### src/rtl/mem_port_arbiter.sv
// Serialises lane A then lane B loads/stores onto the single data-memory port, stalling MEM until both retire.
// Optional MEM_ARB_FWD_EN: forward a lane-A store to a same-word lane-B load without a second memory access.
module mem_port_arbiter #(
  parameter int DATA_WIDTH  = 32,
  parameter int TIMEOUT_CYC = 16
) (
  input  logic                  clk,
  input  logic                  rst,
  input  logic [1:0]            a_op,
  input  logic [DATA_WIDTH-1:0] a_addr,
  input  logic [DATA_WIDTH-1:0] a_wdata,
  input  logic [1:0]            b_op,
  input  logic [DATA_WIDTH-1:0] b_addr,
  input  logic [DATA_WIDTH-1:0] b_wdata,
  output logic                  stall,
  output logic [3:0]            haz,
  output logic [DATA_WIDTH-1:0] a_rdata,
  output logic [DATA_WIDTH-1:0] b_rdata,
  output logic                  mem_err,
  output logic                  mem_req,
  output logic                  mem_we,
  output logic [DATA_WIDTH-1:0] mem_addr,
  output logic [DATA_WIDTH-1:0] mem_wdata,
  input  logic                  mem_gnt,
  input  logic                  mem_rvalid,
  input  logic [DATA_WIDTH-1:0] mem_rdata
);

  typedef enum logic [2:0] {
    S_IDLE, S_REQ_A, S_WAIT_A, S_REQ_B, S_WAIT_B, S_DONE
  } state_t;

  localparam logic [3:0] HAZ_A_STALL = 4'd0;
  localparam logic [3:0] HAZ_B_STALL = 4'd1;
  localparam logic [3:0] HAZ_NONE    = 4'd9;
  localparam int         CNT_W       = $clog2(TIMEOUT_CYC + 1);
  localparam logic [CNT_W-1:0] TMO_LAST = CNT_W'(TIMEOUT_CYC - 1);

  state_t                r_state;
  logic [CNT_W-1:0]      r_cnt;
  logic                  r_busy;
  logic [3:0]            r_haz;
  logic                  r_req;
  logic                  r_we;
  logic [DATA_WIDTH-1:0] r_addr;
  logic [DATA_WIDTH-1:0] r_wdata;
  logic [DATA_WIDTH-1:0] r_a_rdata;
  logic [DATA_WIDTH-1:0] r_b_rdata;
  logic                  r_err;

  logic   w_a_ld, w_a_st, w_a_act;
  logic   w_b_ld, w_b_st, w_b_act;
  logic   w_fwd;
  logic   w_tmo;
  logic   w_tmo_hit;
  logic   w_a_fin;
  logic   w_b_fin;
  state_t w_nxt;

  assign w_a_ld  = (a_op == 2'b01);
  assign w_a_st  = (a_op == 2'b10);
  assign w_a_act = w_a_ld | w_a_st;
  assign w_b_ld  = (b_op == 2'b01);
  assign w_b_st  = (b_op == 2'b10);
  assign w_b_act = w_b_ld | w_b_st;
  assign w_tmo   = (r_cnt == TMO_LAST);

`ifdef MEM_ARB_FWD_EN
  assign w_fwd = w_a_st & w_b_ld &
                 (a_addr[DATA_WIDTH-1:2] == b_addr[DATA_WIDTH-1:2]);
`else
  assign w_fwd = 1'b0;
`endif

  // A lane "finishes" on store grant, load data return, or timeout; gnt wins over a same-cycle timeout.
  always_comb begin
    w_nxt     = r_state;
    w_a_fin   = 1'b0;
    w_b_fin   = 1'b0;
    w_tmo_hit = 1'b0;
    case (r_state)
      S_IDLE: begin
        if (w_a_act)      w_nxt = S_REQ_A;
        else if (w_b_act) w_nxt = S_REQ_B;
      end
      S_REQ_A: begin
        if (mem_gnt) begin
          if (w_a_ld) w_nxt = S_WAIT_A;
          else        w_a_fin = 1'b1;
        end else if (w_tmo) begin
          w_a_fin   = 1'b1;
          w_tmo_hit = 1'b1;
        end
      end
      S_WAIT_A: begin
        if (mem_rvalid) begin
          w_a_fin = 1'b1;
        end else if (w_tmo) begin
          w_a_fin   = 1'b1;
          w_tmo_hit = 1'b1;
        end
      end
      S_REQ_B: begin
        if (mem_gnt) begin
          if (w_b_ld) w_nxt = S_WAIT_B;
          else        w_b_fin = 1'b1;
        end else if (w_tmo) begin
          w_b_fin   = 1'b1;
          w_tmo_hit = 1'b1;
        end
      end
      S_WAIT_B: begin
        if (mem_rvalid) begin
          w_b_fin = 1'b1;
        end else if (w_tmo) begin
          w_b_fin   = 1'b1;
          w_tmo_hit = 1'b1;
        end
      end
      S_DONE:  w_nxt = S_IDLE;
      default: w_nxt = S_IDLE;
    endcase
    if (w_a_fin) w_nxt = (w_b_act && !w_fwd) ? S_REQ_B : S_DONE;
    if (w_b_fin) w_nxt = S_DONE;
  end

  // Port-facing outputs are registered from the next state so they are valid for the whole state.
  always_ff @(posedge clk) begin
    if (rst) begin
      r_state   <= S_IDLE;
      r_cnt     <= '0;
      r_busy    <= 1'b0;
      r_haz     <= HAZ_NONE;
      r_req     <= 1'b0;
      r_we      <= 1'b0;
      r_addr    <= '0;
      r_wdata   <= '0;
      r_a_rdata <= '0;
      r_b_rdata <= '0;
      r_err     <= 1'b0;
    end else begin
      r_state <= w_nxt;
      if (w_nxt != r_state)
        r_cnt <= '0;
      else if (r_state != S_IDLE && r_state != S_DONE)
        r_cnt <= r_cnt + CNT_W'(1);

      r_busy <= (w_nxt == S_REQ_A) || (w_nxt == S_WAIT_A) ||
                (w_nxt == S_REQ_B) || (w_nxt == S_WAIT_B);
      r_req  <= (w_nxt == S_REQ_A) || (w_nxt == S_REQ_B);
      r_we   <= ((w_nxt == S_REQ_A) && w_a_st) || ((w_nxt == S_REQ_B) && w_b_st);

      if ((w_nxt == S_REQ_A) || (w_nxt == S_WAIT_A))      r_haz <= HAZ_A_STALL;
      else if ((w_nxt == S_REQ_B) || (w_nxt == S_WAIT_B)) r_haz <= HAZ_B_STALL;
      else                                                r_haz <= HAZ_NONE;

      if (w_nxt == S_REQ_A) begin
        r_addr  <= a_addr;
        r_wdata <= a_wdata;
      end else if (w_nxt == S_REQ_B) begin
        r_addr  <= b_addr;
        r_wdata <= b_wdata;
      end

      if (r_state == S_WAIT_A && mem_rvalid) r_a_rdata <= mem_rdata;
      else if (w_a_fin && w_tmo_hit)         r_a_rdata <= '0;

      if (r_state == S_WAIT_B && mem_rvalid) r_b_rdata <= mem_rdata;
      else if (w_b_fin && w_tmo_hit)         r_b_rdata <= '0;
      else if (w_a_fin && w_fwd)             r_b_rdata <= a_wdata;

      if (w_tmo_hit) r_err <= 1'b1;
    end
  end

  assign stall     = r_busy | ((r_state == S_IDLE) & (w_a_act | w_b_act));
  assign haz       = r_haz;
  assign mem_req   = r_req;
  assign mem_we    = r_we;
  assign mem_addr  = r_addr;
  assign mem_wdata = r_wdata;
  assign a_rdata   = r_a_rdata;
  assign b_rdata   = r_b_rdata;
  assign mem_err   = r_err;

endmodule

### config.mk
export PLATFORM = sky130hd
export DESIGN_NAME = mem_port_arbiter
export DESIGN_NICKNAME = d
export VERILOG_FILES = /design/src/rtl/mem_port_arbiter.sv
export SDC_FILE = /design/constraint.sdc
export NUM_CORES = 1
export LEC_CHECK = 0
export BUFFER_PORTS_ARGS = -buffer_cell sky130_fd_sc_hd__buf_4
export CAP_MARGIN = 5
export CORE_ASPECT_RATIO = 0.75
export CORE_MARGIN = 1.5
export CORE_UTILIZATION = 40
export CTS_BUF_LIST = sky130_fd_sc_hd__clkbuf_8
export DETAILED_ROUTE_END_ITERATION = 10
export PLACE_DENSITY = 0.71
export SLEW_MARGIN = 20
export SYNTH_ARGS = -nofsm -noshare
export SYNTH_HDL_FRONTEND = slang
export SYNTH_SLANG_ARGS = --single-unit
### constraint.sdc
create_clock -name clk -period 6.65 [get_ports clk]
set_input_delay 0.3325 -clock clk [delete_from_list [all_inputs] [get_ports clk]]
set_output_delay 0.3325 -clock clk [all_outputs]
set_load 0.01 [all_outputs]
== Word-level counts from Yosys, hierarchy flattened ==
Cells that the tools add are included.

* Flip-flop bits (word level): 144
* Bits of input ports: 168
* Output and inout bits: 136
* Logic and storage cells: 86

* $add $sub $neg: 1
* Equal/unequal tests: 15
* Multiplexer cells: 31
* Bitwise logic cells: 5
* Reductions and logical operators: 22

{| class="wikitable"
|+ Operators with widths
! kind !! count
|-
| $mux 32 || 8
|-
| $mux 3 || 9
|-
| $eq 3x2->1 const B || 4
|-
| $pmux 3 s4 || 1
|-
| $mux 1 || 8
|-
| $mux 4 || 2
|-
| $reduce_or 2->1 || 4
|-
| $logic_and 1x1->1 || 7
|-
| $eq 3x1->1 const B || 2
|-
| $eq 3x3->1 const B || 2
|-
| $logic_or 1x1->1 || 6
|-
| $pmux 1 s2 || 3
|-
| $reduce_bool 2->1 || 3
|-
| $add 5x1->5 const B || 1
|-
| $eq 5x4->1 const B || 1
|-
| $eq 2x1->1 const B || 2
|-
| $eq 2x2->1 const B || 2
|-
| $or 1x1->1 || 4
|-
| $logic_not 3->1 || 1
|-
| $ne 3x3->1 || 1
|-
| $ne 3x3->1 const B || 1
|-
| $reduce_bool 3->1 || 1
|-
| $and 1x1->1 || 1
|}

== Longest topological paths before layout ==
* Word-level depth: 11
* Gate-level depth with buffers: 12
* Depth with buffers taken out: 9

== Worst setup path before layout ==
OpenSTA, ideal clock, no wires.

* Path type: register to register
* Start point: reg r_cnt[0]
* End point: reg r_addr[16] (netlist: mem_addr[16])
* Library setup time: 0.147 ns
* Data arrival time: 2.488 ns
* Required time: 6.503 ns
* Slack: 4.015 ns
* Cell stages (with the launch flop): 13
* Path buffers: 3
* Clock period less this slack: 2.635 ns
* Cells stage by stage: dfxtp_1 -> ha_1 -> and3_1 -> ha_1 -> nor2b_2 -> o21ai_4 -> nand2_4 -> or4b_1 -> buf_2 -> buf_2 -> buf_2 -> a21oi_1 -> a311oi_2

* Word-level cells in the longest chain between the ends: 8
* Elaborated cells on any way between the ends: 13
* Classes of those cells: eq/ne: 3; mux: 9; reduce/logical: 1

{| class="wikitable"
|+ Ends and longest elaborated chain
! item !! RTL line !! text
|-
| from (decl) || 40 || <nowiki>logic [CNT_W-1:0] r_cnt;</nowiki>
|-
| from (signal assigned) || 146 || <nowiki>r_cnt <= r_cnt + CNT_W'(1);</nowiki>
|-
| $eq 5x4->1 (*) || 66 || <nowiki>assign w_tmo = (r_cnt == TMO_LAST);</nowiki>
|-
| $mux 1 (*) || n/a ||
|-
| $mux 1 (on tied branches) || 96, 87 ||
|-
| $pmux 1 s2 || 81 || <nowiki>case (r_state)</nowiki>
|-
| $mux 3 || 123 || <nowiki>if (w_a_fin) w_nxt = (w_b_act && !w_fwd) ? S_REQ_B : S_DONE;</nowiki>
|-
| $mux 3 (*) || 124 || <nowiki>if (w_b_fin) w_nxt = S_DONE;</nowiki>
|-
| $eq 3x1->1 / $eq 3x2->1 (equally long branches) || 157, 160 ||
|-
| $mux 32 / $reduce_bool 2->1 (equally long branches) || n/a ||
|-
| to (signal assigned) || 158 || <nowiki>r_addr <= a_addr;</nowiki>
|-
| to (signal assigned) || 161 || <nowiki>r_addr <= b_addr;</nowiki>
|-
| to (decl) || 45 || <nowiki>logic [DATA_WIDTH-1:0] r_addr;</nowiki>
|}

Every way passes the cells marked *; elsewhere a longest branch is shown, timed or not.
A chain may end at the register's enable or synchronous reset.

== Worst setup path after layout ==
* Start point: reg r_cnt[0]
* End point: reg r_addr[10] (netlist: mem_addr[10])

The elaborated chain is that of the path after synthesis.

==> flow_summary.json <==
{
  "placeableCoreArea_mm2": 0.0153,
  "post_cts_hold_buffer_count": 0,
  "pin_count": 304,
  "synth_flop_cell": "dfxtp_1",
  "timing.setup.tns_ns": 0,
  "syn_area_per_cell_um2": 9.11,
  "synth_top_cells_by_count": "142 x dfxtp_1, 135 x nand2_1, 74 x nor2_1",
  "route.vias.total": 6086,
  "maximum_number_of_pins_on_one_net_before_global_route_repair": 82,
  "final.setup.worst_slack_ns": 2.99,
  "finalSetupViolCount": 0,
  "cp_endpoint_kind": "flip-flop",
  "min_path_type": "primary input to flip-flop",
  "detailed_place_hpwl_um": 13300,
  "report.final.hold_viol_count": 0,
  "dr.first_iter.drc_count": 377,
  "timing.final.crit_period_ns": 3.66,
  "gr-total-overflow": 0,
  "grt_pass1_wl_um": 31300,
  "final.setup_skew_ns": 0.0133,
  "netlist.top_cell.by_area": "dfxtp_1",
  "ant_nets_after_route": 0,
  "groute.usage.overall_pct": 23.9,
  "cts_tree": "built",
  "finalCritPeriodShare_pct": 55.0,
  "peak_fanout_along_the_critical_path": 67,
  "post-route-drc-count": 0,
  "place_congestion": 0.806,
  "post_synth_cell_types": 52,
  "vdd_drop_max_mv": 0.331,
  "worst-slew-pin-transition_ns": 1.06,
  "place_ws_ns": 2.97,
  "r2r_start": "r_cnt[0]",
  "cpPeakStageDelay_ns": 0.94,
  "cpLargestDelayFamily": "simple AND/OR/NAND/NOR gates",
  "crit_path_cell_trace": "ha_1, and3_1, ha_1, nor2b_2, o21ai_4, nand2_4, a211oi_4, buf_4, and2_4, a311oi_2",
  "clock_sinks": 142,
  "outcome": "complete, no violations",
  "synth_enable_flop_cells": 0,
  "worst_ep_required_time_ns": 6.92,
  "synth_most_common_cell": "dfxtp_1",
  "postSynth.asyncResetShare_pct": 0,
  "power_leakage_nw": 3.89,
  "yosysWarningCount": 0,
  "critical_path.most_common_cell": "ha_1",
  "crit_arrival_ns": 3.93,
  "clock.fmax_mhz": 273,
  "effective_utilization_at_floorplan_pct": 41.1,
  "cts-htree-levels": 4,
  "synth.top_cell.area_share_pct": 45.2,
  "num_antenna_cells": 0,
  "portBuffers": 301,
  "synth.cell_area_mm2": 0.00628,
  "timing.critical_path.buf_inv": 1,
  "report.final.slew_viol_count": 0,
  "setup_repair_after_global_routing_missed_its_margin": "no",
  "ys_ff_latch": 142,
  "cts_setup_buffers": 0,
  "p_per_area_mw_per_mm2": 454,
  "final_net_count": 1123,
  "antenna_violations_before_repair": 0,
  "detail_route.wl_per_cell_um": 16.9,
  "maxSlewHeadroom_pct": 29.0,
  "floorplan.die.height_um": 112,
  "area_growth_syn_to_layout_pct": 42.1,
  "top_post_synthesis_cells_by_area": "dfxtp_1 45%, a311oi_2 14%, nand2_1 8.1%",
  "clockBufferDepth": 2,
  "sequential_element_share_of_the_synthesized_area_pct": 45.2,
  "postSynthCellCount": 690,
  "clock_latency_ns": 0.45,
  "first_global_vias": 6038,
  "floorplan.die.width_um": 148,
  "cts-buffers-inserted": 17,
  "critPathLaunchType": "flip-flop",
  "worstSetupPathType": "flip-flop to flip-flop",
  "drt-pass1-iter-count": 4,
  "count_of_cells_resized_by_post_cts_repair": 0,
  "worst_setup_hold_path_clk_slew_ns": 0.09,
  "crit_path_start": "r_cnt[0]",
  "maxCapViolations": 0,
  "final_util_pct": 58.5,
  "vias_per_cell": 5.22,
  "die_area_mm2": 0.0165,
  "timing.critical_path.slowest_stage_cell": "and2_4",
  "clock_tree_root_buffer_cell": "clkbuf_8",
  "drt_wl_total_um": 19700,
  "hp-start": "mem_rdata[8]",
  "site_row_count": 39,
  "drive_above_1_share_pct": 43.3
}
==> placed cells by master, fill, tap and decap left out, types with 6 or more instances in the layout <==
master    synthesis  routed
a21oi_1          67      65
a22oi_1          64      64
a311oi_2         60      60
buf_4             3     310
clkbuf_8          0      17
dfxtp_1         142     142
ha_1              6       6
inv_1             6       6
inv_6             0       7
nand2_1         135     135
nor2_1           74      74
nor3_1            7       7
==> power by group <==
part	total [mW]	internal [mW]	switching [mW]
combinational	2.19	0.881	1.30
clock	0.680	0.307	0.373
sequential	1.19	1.07	0.125
==> routing by layer <==
| metal | GRT usage, % | wire [um] | up-vias |
|---|---|---|---|
| met4 | 9.60 | 520 | 0 |
| li1 | - | - | 2987 |
| met3 | 6.43 | 1310 | 34 |
| met2 | 39.7 | 9440 | 215 |
| met1 | 29.4 | 8410 | 2850 |
| met5 | 0 | 0 | - |
==> final timing paths <==
| kind | slack (ns) | depth (start not counted) | end |
|---|---|---|---|
| min reg2reg | 0.50 | 2 | a_rdata[22] |
| max reg2reg | 2.99 | 10 | mem_addr[10] |
| max | 2.99 | 10 | mem_addr[10] |
| min | 0.13 | 3 | b_rdata[8] |
==> final cells by class <==
cell class | instances | area, um^2
multi-input cells | 472 | 3100
fillers | 1425 | 6340
clock inverters | 15 | 150
well taps | 205 | 256
inverters | 6 | 22.5
repair buffers | 310 | 2330
clock buffers | 17 | 234
flip-flops and latches | 142 | 2840
==> stage by stage <==
step / hold slack, ns / cells / cell area, um^2 / total power [mW]
after floorplan: 0.491 / 691 / 6290 / 2.81
after global placement: 0.461 / 1135 / 8550 / 3.38
after detailed placement: 0.485 / 1135 / 8550 / 3.40
after CTS: 0.111 / 1167 / 8930 / 4.08
after global routing: 0.116 / 1167 / 8930 / 4.33
final: 0.132 / 1167 / 8930 / 4.06
==> logic make-up (layout without fill, tap and decap cells) <==
kind of cell,Yosys count,in the layout,share of synthesized area (%)
buffers and inverters,77,348,5.77
other,1,2,0.0597
and+or+nand+nor,240,240,15.8
muxes,2,2,0.338
xor gates and xnor gates,7,7,0.976
adders and majority gates,6,6,1.19
DFF,142,142,45.2
AOI/OAI and AO/OA,215,215,30.6
==> state kept, by name, summed over array words and instances (netlist names), 2 cells and up <==
signal	cells
r_state	3
b_rdata	32
mem_wdata	32
mem_addr	32
haz	2
r_cnt	5
a_rdata	32
==> worst reg2reg max path, delay by kind of cell, from the launching register on <==
family,cells,cell delay (ns)
and+or+nand+nor,4,1.44
AOI/OAI and AO/OA,3,0.71
buffers and inverters,1,0.58
adders and majority gates,2,0.42
DFF,1,0.34
(Power assumes the default switching activity.)
